File: config.mk
export PLATFORM = sky130hd
export DESIGN_NAME = arb_out_fifo_flat
export DESIGN_NICKNAME = d
export VERILOG_FILES = /design/src/rtl/arb_out_fifo_pkg.sv /design/src/rtl/arb_out_fifo_if.sv /design/src/rtl/arb_fifo_ram.sv /design/src/rtl/arb_out_fifo.sv /design/src/flat_wrapper.sv
export SDC_FILE = /design/constraint.sdc
export NUM_CORES = 1
export LEC_CHECK = 0
export ABC_CLOCK_PERIOD_IN_PS = 1950
export BUFFER_PORTS_ARGS = -buffer_cell sky130_fd_sc_hd__buf_4
export CAP_MARGIN = 10
export CORE_ASPECT_RATIO = 1.1
export CORE_MARGIN = 2
export CORE_UTILIZATION = 49
export CTS_CLUSTER_DIAMETER = 40
export CTS_CLUSTER_SIZE = 10
export DETAILED_ROUTE_END_ITERATION = 8
export HOLD_SLACK_MARGIN = 0.05
export PLACE_DENSITY = 0.8
export SYNTH_ARGS = -nofsm -noshare
export SYNTH_HDL_FRONTEND = slang
export SYNTH_SLANG_ARGS = --single-unit
export TNS_END_PERCENT = 10
File: constraint.sdc
create_clock -name clk -period 1.95 [get_ports clk]
set_input_delay 0.39 -clock clk [delete_from_list [all_inputs] [get_ports clk]]
set_output_delay 0.39 -clock clk [all_outputs]
set_load 0.005 [all_outputs]
File: src/rtl/arb_out_fifo_pkg.sv
// arb_out_fifo_pkg: shared word width and default FIFO depth for the arbiter output buffer
`ifndef WORD_BITS
`define WORD_BITS 8
`endif
`ifndef ARB_FIFO_DEPTH_LOG2
`define ARB_FIFO_DEPTH_LOG2 2
`endif
package arb_out_fifo_pkg;
    localparam int lp_word_bits = `WORD_BITS;
    localparam int lp_depth_log2 = `ARB_FIFO_DEPTH_LOG2;
endpackage

File: src/rtl/arb_out_fifo_if.sv
// arb_out_fifo_if: arbiter-side push stream and consumer-side valid/ready stream
// Ports (signals): snk_data/snk_valid from arbiter, src_data/src_valid/src_ready to consumer
interface arb_out_fifo_if
    import arb_out_fifo_pkg::*;
#(
    parameter int p_st_bits = lp_word_bits
);
    logic [p_st_bits-1:0] snk_data;
    logic                 snk_valid;
    logic [p_st_bits-1:0] src_data;
    logic                 src_valid;
    logic                 src_ready;
    modport slave (input snk_data, snk_valid, src_ready, output src_data, src_valid);
    modport master (output snk_data, snk_valid, src_ready, input src_data, src_valid);
endinterface

File: src/rtl/arb_fifo_ram.sv
// arb_fifo_ram: register array with one synchronous write port and one asynchronous read port
// Ports: clk, i_we/i_waddr/i_wdata (write), i_raddr/o_rdata (read)
module arb_fifo_ram
    import arb_out_fifo_pkg::*;
#(
    parameter int p_st_bits = lp_word_bits,
    parameter int p_aw      = lp_depth_log2
) (
    input  logic                 clk,
    input  logic                 i_we,
    input  logic [p_aw-1:0]      i_waddr,
    input  logic [p_st_bits-1:0] i_wdata,
    input  logic [p_aw-1:0]      i_raddr,
    output logic [p_st_bits-1:0] o_rdata
);
    logic [p_st_bits-1:0] r_mem [1<<p_aw];
    always_ff @(posedge clk) begin
        if (i_we) r_mem[i_waddr] <= i_wdata;
    end
    assign o_rdata = r_mem[i_raddr];
endmodule

File: src/rtl/arb_out_fifo.sv
// arb_out_fifo: show-ahead capture FIFO behind the no-backpressure arbiter, with sticky overflow flag
// Ports: clk, rst (sync active-high), bus (slave: arbiter push in, consumer valid/ready out),
//        o_full, o_empty, o_count, o_overflow, i_clr_ovf
// Optional: ARB_OUT_FIFO_BYPASS_EN forwards the input word combinationally when empty
module arb_out_fifo
    import arb_out_fifo_pkg::*;
#(
    parameter int p_st_bits    = lp_word_bits,
    parameter int p_depth_log2 = lp_depth_log2
) (
    input  logic                  clk,
    input  logic                  rst,
    arb_out_fifo_if.slave         bus,
    output logic                  o_full,
    output logic                  o_empty,
    output logic [p_depth_log2:0] o_count,
    output logic                  o_overflow,
    input  logic                  i_clr_ovf
);
    localparam int lp_cw    = p_depth_log2 + 1;
    localparam int lp_depth = 1 << p_depth_log2;
    logic [p_depth_log2-1:0] r_wr_ptr, r_rd_ptr;
    logic [p_depth_log2:0]   r_count;
    logic                    r_overflow;
    logic [p_st_bits-1:0]    w_rdata;
    logic                    w_byp, w_pop, w_push, w_drop;
`ifdef ARB_OUT_FIFO_BYPASS_EN
    assign w_byp = o_empty & bus.snk_valid;
`else
    assign w_byp = 1'b0;
`endif
    assign o_full     = r_count == lp_cw'(lp_depth);
    assign o_empty    = r_count == '0;
    assign o_count    = r_count;
    assign o_overflow = r_overflow;
    assign bus.src_valid = ~o_empty | w_byp;
    assign bus.src_data  = w_byp ? bus.snk_data : (o_empty ? '0 : w_rdata);
    // A bypassed word consumed in the same cycle never touches the memory.
    assign w_pop  = ~o_empty & bus.src_ready;
    assign w_push = bus.snk_valid & (~o_full | w_pop) & ~(w_byp & bus.src_ready);
    assign w_drop = bus.snk_valid & o_full & ~w_pop;
    always_ff @(posedge clk) begin
        if (rst) begin
            r_wr_ptr   <= '0;
            r_rd_ptr   <= '0;
            r_count    <= '0;
            r_overflow <= 1'b0;
        end else begin
            r_wr_ptr   <= r_wr_ptr + p_depth_log2'(w_push);
            r_rd_ptr   <= r_rd_ptr + p_depth_log2'(w_pop);
            r_count    <= r_count + lp_cw'(w_push) - lp_cw'(w_pop);
            r_overflow <= w_drop | (r_overflow & ~i_clr_ovf);
        end
    end
    arb_fifo_ram #(
        .p_st_bits(p_st_bits),
        .p_aw     (p_depth_log2)
    ) u_ram (
        .clk    (clk),
        .i_we   (w_push & ~rst),
        .i_waddr(r_wr_ptr),
        .i_wdata(bus.snk_data),
        .i_raddr(r_rd_ptr),
        .o_rdata(w_rdata)
    );
endmodule

File: src/flat_wrapper.sv
// flat-port wrapper written by rule: the top's interface ports become plain ports
module arb_out_fifo_flat import arb_out_fifo_pkg::*;
#(
    parameter int p_st_bits    = lp_word_bits,
    parameter int p_depth_log2 = lp_depth_log2
)
  (clk, rst, o_full, o_empty, o_count, o_overflow, i_clr_ovf, bus_snk_data, bus_snk_valid, bus_src_ready, bus_src_data, bus_src_valid);
  arb_out_fifo_if #(.p_st_bits(p_st_bits)) bus_i ();
  input  logic clk;
  input  logic rst;
  output logic o_full;
  output logic o_empty;
  output logic [p_depth_log2:0] o_count;
  output logic o_overflow;
  input  logic i_clr_ovf;
  input wire logic [$bits(bus_i.snk_data)-1:0] bus_snk_data;
  input wire logic [$bits(bus_i.snk_valid)-1:0] bus_snk_valid;
  input wire logic [$bits(bus_i.src_ready)-1:0] bus_src_ready;
  output wire logic [$bits(bus_i.src_data)-1:0] bus_src_data;
  output wire logic [$bits(bus_i.src_valid)-1:0] bus_src_valid;
  assign bus_i.snk_data = bus_snk_data;
  assign bus_i.snk_valid = bus_snk_valid;
  assign bus_i.src_ready = bus_src_ready;
  assign bus_src_data = bus_i.src_data;
  assign bus_src_valid = bus_i.src_valid;
  arb_out_fifo #(.p_st_bits(p_st_bits), .p_depth_log2(p_depth_log2)) u_core (.clk(clk), .rst(rst), .bus(bus_i), .o_full(o_full), .o_empty(o_empty), .o_count(o_count), .o_overflow(o_overflow), .i_clr_ovf(i_clr_ovf));
endmodule
; Word-level counts from Yosys, hierarchy flattened
; Memory sizes are Yosys's and may differ from the RTL's. A register that Yosys moved wholly into a read port is not among the register bits.
; Index checks and enable logic that the tools add are counted.
[totals]
reg_bits = 8
mem_bits_rw = 32
inputBits = 13
output_inout_bits = 15
wordCells = 28
mem_count = 1
[memory_table]
columns = name, depth, width, read_ports, rd_ports_with_merged_regs, write_ports, line_no
row1 = u_core.u_ram.r_mem, 4, 8, 1, 1, 1, arb_fifo_ram.sv:16  ; logic [p_st_bits-1:0] r_mem [1<<p_aw];
[classes]
addsub = 4
eq_ne = 1
n_mux = 4
bitwise_logic = 13
reduce_logical = 1
[op_table]
columns = operator, n
row1 = $mux W8, 1
row2 = $and A1 B1 Y1, 6
row3 = $not A1 Y1, 5
row4 = $add A2 B1 Y2, 2
row5 = $add A3 B1 Y3, 1
row6 = $eq A3 B3 Y1 const B, 1
row7 = $logic_not A3 Y1, 1
row8 = $sub A3 B1 Y3, 1
row9 = $mux W1, 2
row10 = $mux W2, 1
row11 = $or A1 B1 Y1, 2

; Logic depth before layout (Yosys ltp)
; Gate-level depths: netlist of the first run.
[depth]
word_depth = 8
ltp_mapped = 7
depth_no_buf = 7

; By module
; A second synthesis of the first run with hierarchy kept.
[unflattened]
cells_unflattened = 94
area_unflattened_um2 = 1675.4
[modules_own_cells]
columns = mod, n_inst, cells_each, area_each_um2, seq_area_each_um2
row1 = arb_fifo_ram, 1, 46, 1188.6, 960.9
row2 = arb_out_fifo, 1, 48, 486.7, 160.2

; Worst setup path before layout of the first run
; OpenSTA, ideal clock, no wires.
[synth_timing]
path_type = input to register
from = in rst
to = mem u_core.u_ram.r_mem[0][0] (netlist bit) (enable)
arrival_time_ns = 1.498
path_slack_ns = 0.057
path_stages = 2
cell_sequence = clkbuf_1 nor4_1
[synth_via]
elab_chain_len = 4
[synth_rtl]
columns = item, line_no
row1 = from (decl), flat_wrapper.sv:10  ; input logic rst;
row2 = $not A1 Y1, arb_out_fifo.sv:60  ; .i_we (w_push & ~rst),
row3 = $and A1 B1 Y1, arb_out_fifo.sv:60
row4 = $mux W1, arb_fifo_ram.sv:18  ; if (i_we) r_mem[i_waddr] <= i_wdata;
row5 = $mux W1 (not written as such), arb_fifo_ram.sv:18
row6 = to (decl), arb_fifo_ram.sv:16
; No other way between the ends.

==> metrics, run 1 <==
most frequent cells in the layout=buf_4, edfxtp_1, mux4_2; status=finished with violations; die area=3910 µm²; Post-Syn Area=1680 µm²; drt first pass iters=4; RSZ-0062 raised after global routing=true; CORE AREA=3300 µm²; IO Count=28; Yosys top cell by area=edfxtp_1; post-synthesis sequential area ratio=approximately two thirds; critical path endpoint category=primary output; Hold Crit Class=primary input to register; setup_tns=-0.329 ns; wire per inst=16.4 µm; Hold Buf Count CTS=0; Nets=about 160; Vias=939; Final ANT Viol Nets=0; critical path class=register to primary output; final hold violations=0; Starting Density=50.8%; final setup vio count=8; Ys Warns=0; Seq cells post-synth=40; cell leakage power=0.805 nW; vias in the first global route=a little under 1000; number of CTS-inserted buffers=5; PortBufs=27; final core occ=63.9%; hold slack=0.240 ns; gr ovfl total=0; skew final=0.00929 ns; Remaining DRCs=0; failing checks=setup timing; largest net degree at the start of global routing=15; Vias/cell=~5.3; layout cells sized above 1=47.9%; Yosys top cell area share=between 50% and 60%; FMAX=499 MHz; worst-skew pair later-pin latency=about 0.34 ns; CTS tree=yes; Area Overhead vs Synth=25.9%; Cells after Synth=98; crit path DAT=between 1.5 and 2 ns; Synth Area per Inst=17.1 µm²; initial antenna violation count=0; post-synthesis cell type count=28; VDD IR-drop max=527 µV; Chip Width=roughly 60 µm; clk sinks=40; worst rel slew slack=about three quarters; die height=between 60 and 70 µm; Post-Layout Cell Count=approximately 180; power per standard cell area=1200 nW/µm²; syn_nets=115; hpwl dp=about 2000 µm; first-pass GRT wire length=4610 µm; CTS root buf=clkbuf_4; Tightest Pin Transition=0.359 ns; Critical Path Start Type=register; Finished Cell Area=2110 µm²; post-route clock period utilization=103%; final RePlAce weighted congestion=0.738; Setup WS post-layout=-0.0532 ns; ranking of synthesized cells by area=edfxtp_1, dfxtp_1, mux4_2, and2_1, ha_1; htree depth=2; Max Cap Viol=0; CP Data Required Time=about 1.6 ns; Cell Rows=22; Max Root-Sink Buffers=2; Cells after DPL=167; Iteration-0 DRC Markers=30; Total GRT Usage=16.9%; Crit Path Max Fanout=4; Post-DP Area=1970 µm²; final WL=2890 µm; ant diodes=0; Worst-path clk slew=0.11 ns; fin crit period=2.00 ns; Slew Viols, Final=0
==> per-stage QoR <==
step | setup slack, ns | power [mW]
3_5_place_dp | 0.0316 | 1.92
5_1_grt | -0.123 | 2.69
2_1_floorplan | 0.0572 | 1.54
4_1_cts | -0.0865 | 2.50
3_3_place_gp | 0.109 | 1.88
6_report | -0.0532 | 2.54
==> synthesized netlist by cell type <==
master / count
a31o_2: 1
and2_1: 8
and3_1: 1
buf_2: 1
buf_6: 1
clkbuf_1: 1
clkbuf_2: 1
dfxtp_1: 8
edfxtp_1: 32
fa_1: 1
ha_1: 3
inv_1: 6
mux2_2: 2
mux4_1: 1
mux4_2: 7
nand2_1: 1
nand2b_1: 2
nor2_1: 4
nor2b_1: 6
nor3_1: 2
nor3b_1: 1
nor4_1: 2
nor4b_4: 1
o311ai_0: 1
o31a_1: 1
or3_1: 1
xnor2_1: 1
xor3_1: 1
==> layer usage <==
metal	vias to the layer above	wire length [µm]	global-route usage, %
li1	452	-	-
met1	446	1180	18.9
met2	28	1450	27.3
met3	13	146	5.71
met4	0	108	10.0
met5	-	0	0
==> critical path: stages (launching register included) <==
cell and delay (ns):
dfxtp_4 0.39, buf_6 0.13, mux4_2 0.48, and2_1 0.14, buf_4 0.13
==> report_power, final <==
part	switching, mW	total (mW)	internal, mW
Clock	0.250	0.511	0.262
Sequential	0.0666	1.08	1.01
Combinational	0.349	0.952	0.603
==> state kept, by name (all words and copies together) (netlist names) <==
register	flops
u_core.r_wr_ptr	2
u_core.r_rd_ptr	2
u_core.o_overflow	1
u_core.u_ram.r_mem	32
u_core.o_count	3
==> repair_timing <==
item,4_1_cts,5_1_grt
setup endpoints to repair,10,9
endpoints found under the hold margin,0,0
pin swaps,8,1
setup buffers,1,0
gates resized for setup,10,10
==> layout make-up <==
cell class | instances | area (µm²)
Clock buffer | 5 | 37.5
Fill cell | 230 | 1190
Clock inverter | 3 | 37.5
Multi-Input combinational cell | 48 | 528
Inverter | 6 | 22.5
Sequential cell | 40 | 1130
Timing Repair Buffer | 38 | 308
Tap cell | 36 | 45.0
==> final timing paths <==
kind	slack, ns	depth (start not counted)	startpoint	end
worst min-delay path	0.24	1	bus_snk_data[3]	u_core.u_ram.r_mem[2][3]
worst max register to register	0.07	6	u_core.o_count[0]	u_core.o_count[1]
worst min register to register	0.55	2	u_core.r_wr_ptr[1]	u_core.r_wr_ptr[1]
worst max-delay path	-0.05	4	u_core.r_rd_ptr[0]	bus_src_data[6]
==> cell families (layout without fill, tap and decap cells) <==
group / after synthesis / after routing / share of synthesized area, %
flops: 40 / 40 / 66.9
simple gates: 29 / 29 / 11.0
mux: 10 / 10 / 12.3
buf+inv: 10 / 52 / 2.83
fa+ha+maj: 4 / 4 / 3.43
compound gates: 3 / 3 / 1.57
xor+xnor: 2 / 2 / 1.94
No activity file was read; power rests on OpenSTA's default activity.
==> inputs of run 2 (changes only) <==
--- a/config.mk
+++ b/config.mk
@@ -8,14 +8,17 @@
 export ABC_CLOCK_PERIOD_IN_PS = 1950
 export BUFFER_PORTS_ARGS = -buffer_cell sky130_fd_sc_hd__buf_4
 export CAP_MARGIN = 10
+export CELL_PAD_IN_SITES_DETAIL_PLACEMENT = 0
+export CELL_PAD_IN_SITES_GLOBAL_PLACEMENT = 1
 export CORE_ASPECT_RATIO = 1.1
 export CORE_MARGIN = 2
-export CORE_UTILIZATION = 49
+export CORE_UTILIZATION = 41
 export CTS_CLUSTER_DIAMETER = 40
 export CTS_CLUSTER_SIZE = 10
 export DETAILED_ROUTE_END_ITERATION = 8
 export HOLD_SLACK_MARGIN = 0.05
-export PLACE_DENSITY = 0.8
+export PLACE_DENSITY = 0.79
+export RECOVER_POWER = 100
 export SYNTH_ARGS = -nofsm -noshare
 export SYNTH_HDL_FRONTEND = slang
 export SYNTH_SLANG_ARGS = --single-unit
==> run 2 against run 1 <==
Against the previous run: the flow still finishes with violations (setup timing); maximum frequency up 2.7%; clock skew down 0.0033 ns; critical path depth unchanged; worst hold slack better by 0.12 ns; design area up 0.89%; largest power group unchanged.
==> metrics, run 2 (same netlist as run 1, synthesis figures left out) <==
Post-DP Area=1990 µm²; Starting Density=42.6%; fin crit period=1.95 ns; largest register by flop count=u_core.u_ram.r_mem; most frequent cells in the layout=edfxtp_1, buf_4, clkbuf_1; critical path class=register to primary output; IO Count=28; largest net degree at the start of global routing=15; Total GRT Usage=14.9%; vias in the first global route=1061; Vias=932; wire per inst=15.4 µm; worst rel slew slack=74.6%; Tightest Pin Transition=approximately 0.38 ns; Hold Buf Count CTS=0; CTS tree=yes; Critical Path Start Type=register; status=finished with violations; worst-skew pair later-pin latency=0.28 ns; Area Overhead vs Synth=27.0%; Final ANT Viol Nets=0; Worst path slowest cell=mux4_2; number of CTS-inserted buffers=5; slowest stage delay, CP=0.50 ns; Hold Crit Class=primary input to register; Setup Fix Bufs, Post-CTS=0; CTS root buf=clkbuf_8; hpwl dp=2010 µm; VDD IR-drop max=589 µV; final WL=2930 µm; initial antenna violation count=0; PortBufs=27; R2R Setup Slk=0.07 ns; gr ovfl total=0; Max Cap Viol=0; die height=around 71 µm; htree depth=2; setup_tns=-0.00147 ns; Iteration-0 DRC Markers=66; Remaining DRCs=0; CORE AREA=3930 µm²; Vias/cell=4.91; skew final=between 0.005 and 0.006 ns; final hold violations=0; critical path, cell by cell=buf_12, mux4_2, and2_4, buf_6; power per standard cell area=1270 nW/µm²; crit path DAT=1.56 ns; layout cells sized above 1=40.6%; final RePlAce weighted congestion=0.798; critical path endpoint category=primary output; Worst-path clk slew=0.07 ns; hold slack=0.364 ns; Largest register FFs=32; hold path depth=1; Slew Viols, Final=0; ant diodes=0; failing checks=setup timing; CP Data Required Time=~1.6 ns; die area=4620 µm²; worst r2r path cells=7; FMAX=512 MHz; Nets=154; drt first pass iters=4; final setup vio count=1; clk sinks=40; Chip Width=65.0 µm; first-pass GRT wire length=5020 µm; Crit Path Max Fanout=6; Finished Cell Area=between 2000 and 2500 µm²; Max Root-Sink Buffers=2; RSZ-0062 raised after global routing=true; Cell Rows=24; Setup WS post-layout=-0.00147 ns; commonest non-fill, non-tap cell in the layout=edfxtp_1; post-route clock period utilization=100%; cell leakage power=about 0.78 nW
==> run 2: final timing paths <==
kind | start | to
max | u_core.r_rd_ptr[0] | bus_src_data[0]
min | bus_snk_data[1] | u_core.u_ram.r_mem[0][1]
max reg2reg | u_core.o_count[0] | u_core.o_count[2]
min reg2reg | u_core.r_wr_ptr[1] | u_core.r_wr_ptr[1]
==> run 2: final cells by class <==
type                       count  area, µm²
clock buffer                   6       72.6
multi-input combinational     48        527
clock inverter                 2       35.0
inverter                       6       22.5
sequential                    40       1130
timing repair buffer          36        282
tap                           52       65.1
fill                         322       1800
==> run 2: timing repair <==
action | CTS | global route
gates cloned | 1 | 0
resized for setup | 12 | 8
setup endpoints to repair | 8 | 9
endpoints found under the hold margin | 0 | 0
pin swaps | 7 | 1
==> run 2: routing by layer <==
layer / part of all wire, % / wire [µm] / vias up / track usage (%)
met5: 0 / 0 / - / 0
met4: 1.2 / 34 / 0 / 4.96
met3: 4.9 / 142 / 4 / 4.77
met2: 55 / 1620 / 23 / 26.7
met1: 39 / 1130 / 461 / 16.5
li1: - / - / 444 / -
==> run 2: critical path: cells and delay by family, from the launching register on <==
family | cells | cell delay [ns]
buffers and inverters | 2 | 0.23
and+or+nand+nor | 1 | 0.15
DFF | 1 | 0.38
muxes | 1 | 0.50
==> run 2: metrics by stage <==
step           utilization [%]  std cells  setup WS, ns  total power, mW
3_5_place_dp              50.6        181        0.0646             1.93
2_1_floorplan                -         98        0.0572             1.54
4_1_cts                   54.7        190       -0.0390             2.71
5_1_grt                   54.1        190       -0.0561             2.86
6_report                  54.1        190      -0.00147             2.71
3_3_place_gp              50.6        181        0.0993             1.91
==> run 2: report_power, final <==
| part | total, mW | switching, mW | internal (mW) |
|---|---|---|---|
| Combinational | 0.998 | 0.355 | 0.642 |
| Sequential | 1.07 | 0.0668 | 1.00 |
| Clock | 0.643 | 0.263 | 0.379 |
| Total | 2.71 | 0.686 | 2.02 |
==> inputs of run 3 (changes only) <==
--- a/config.mk
+++ b/config.mk
@@ -10,7 +10,7 @@
 export CAP_MARGIN = 10
 export CELL_PAD_IN_SITES_DETAIL_PLACEMENT = 0
 export CELL_PAD_IN_SITES_GLOBAL_PLACEMENT = 1
-export CORE_ASPECT_RATIO = 1.1
+export CORE_ASPECT_RATIO = 1.75
 export CORE_MARGIN = 2
 export CORE_UTILIZATION = 41
 export CTS_CLUSTER_DIAMETER = 40
==> constraint.sdc (replaced) <==
create_clock -name clk -period 1.95 [get_ports clk]
set_input_delay 0.2925 -clock clk [delete_from_list [all_inputs] [get_ports clk]]
set_output_delay 0.2925 -clock clk [all_outputs]
set_load 0.005 [all_outputs]
==> run 3 against run 2 <==
Against the previous run: the flow now finishes without violations; clock skew up 0.0015 ns; critical path depth up 3; worst hold slack worse by 0.10 ns; critical endpoint is now u_core.o_count[2].
==> metrics, run 3 (same netlist as run 1, synthesis figures left out) <==
hold path depth=2; commonest non-fill, non-tap cell in the layout=edfxtp_1; Max Root-Sink Buffers=2; layout cells sized above 1=36.4%; worst rel slew slack=72.9%; first-pass GRT wire length=4670 µm; skew final=0.00752 ns; Crit Path Max Fanout=2; die height=88.6 µm; largest register by flop count=u_core.u_ram.r_mem; Chip Width=52.3 µm; Largest register FFs=32; final hold violations=0; status=finished, final reports clean; initial antenna violation count=0; die area=between 4000 and 5000 µm²; Max Cap Viol=0; Finished Cell Area=2070 µm²; Tightest Pin Transition=0.401 ns; Vias/cell=slightly above 5; ant diodes=0; drt first pass iters=4; CP Data Required Time=2.13 ns; worst r2r src=u_core.o_count[0]; Area Overhead vs Synth=23.7%; CORE AREA=3900 µm²; largest net degree at the start of global routing=15; Nets=approximately 160; Cell Rows=30; Final ANT Viol Nets=0; most frequent cells in the layout=edfxtp_1, buf_4, clkbuf_1; CTS root buf=clkbuf_8; Post-DP Area=approximately 2000 µm²; Starting Density=42.9%; CTS tree=yes; Slew Viols, Final=0; cell leakage power=0.764 nW; worst-skew pair later-pin latency=0.28 ns; Critical Path Start Type=register; VDD IR-drop max=between 600 and 700 µV; hpwl dp=2130 µm; R2R Setup Slk=0.06 ns; power per standard cell area=1190 nW/µm²; Worst Setup SP=u_core.o_count[0]; clk sinks=40; final core occ=a little over half; final WL=2930 µm; post-route clock period utilization=a little over nine tenths; final setup vio count=0; Hold Crit Class=primary input to register; final RePlAce weighted congestion=between 0.6 and 0.7; PortBufs=27; IO Count=28; crit path DAT=2.07 ns; fin crit period=1.89 ns; Worst-path clk slew=0.07 ns; critical path endpoint category=register; critical path class=register to register; Vias=~950; htree depth=2; gr ovfl total=0; Remaining DRCs=0; FMAX=roughly 530 MHz; Iteration-0 DRC Markers=19; number of CTS-inserted buffers=5; critical hold path startpoint=bus_snk_valid; worst r2r path cells=7; vias in the first global route=about 1100; RSZ-0062 raised after global routing=true; worst r2r dst=u_core.o_count[2]; Hold Crit Endpoint=u_core.o_overflow; Total GRT Usage=~15%; wire per inst=15.6 µm
[run 3: metrics by stage]
stage               power (mW)  setup TNS [ns]  setup WS [ns]  std cells  hold slack (ns)
floorplan                 1.54               0         0.0627         98            0.391
global placement          1.91               0          0.145        178            0.491
detailed placement        1.95               0         0.0563        178            0.502
CTS                       2.49               0        0.00252        186            0.197
global route              2.65         -0.0104        -0.0104        188            0.255
finish                    2.47               0         0.0558        188            0.261
[run 3: layout make-up]
type / instances / area, µm²
fill: 358 / 1830
sequential: 40 / 1120
multi-input combinational: 48 / 509
timing repair buffer: 38 / 268
clock buffer: 8 / 90.1
tap: 48 / 60.1
inverter: 6 / 22.5
[run 3: worst max-delay path by stage]
stage                        end  slack, ns  depth (start not counted)
4_1_cts          bus_src_data[7]      0.003                          4
2_1_floorplan  u_core.o_count[2]       0.06                          7
3_3_place_gp   u_core.o_count[2]       0.15                          7
5_1_grt        u_core.o_count[2]      -0.01                          7
3_5_place_dp   u_core.o_count[2]       0.06                          7
6_report       u_core.o_count[2]       0.06                          7
[run 3: critical path, cell delays in order (launching register included)]
cell and delay, ns:
dfxtp_1 0.32, o31a_1 0.32, ha_1 0.29, inv_1 0.04
ha_1 0.20, fa_1 0.38, xor3_1 0.21, nor2_1 0.04
[run 3: where the power goes]
part / internal, mW / switching, mW / total, mW
Sequential: 1.00 / 0.0461 / 1.05
Clock: 0.288 / 0.244 / 0.532
Combinational: 0.546 / 0.349 / 0.895
Total: 1.83 / 0.640 / 2.47
[run 3: what timing repair did]
action / in CTS / in global routing
setup endpoints to repair: 0 / 9
setup buffers: 0 / 2
resized for setup: 0 / 4
hold buffers: 0 / 0
[run 3: layer usage]
| metal | track usage [%] | wire, µm | up-vias |
|---|---|---|---|
| met5 | 0 | 0 | - |
| met1 | 13.0 | 1070 | 475 |
| met4 | 7.69 | 61 | 0 |
| met2 | 27.7 | 1700 | 21 |
| met3 | 5.24 | 105 | 4 |
| li1 | - | - | 446 |
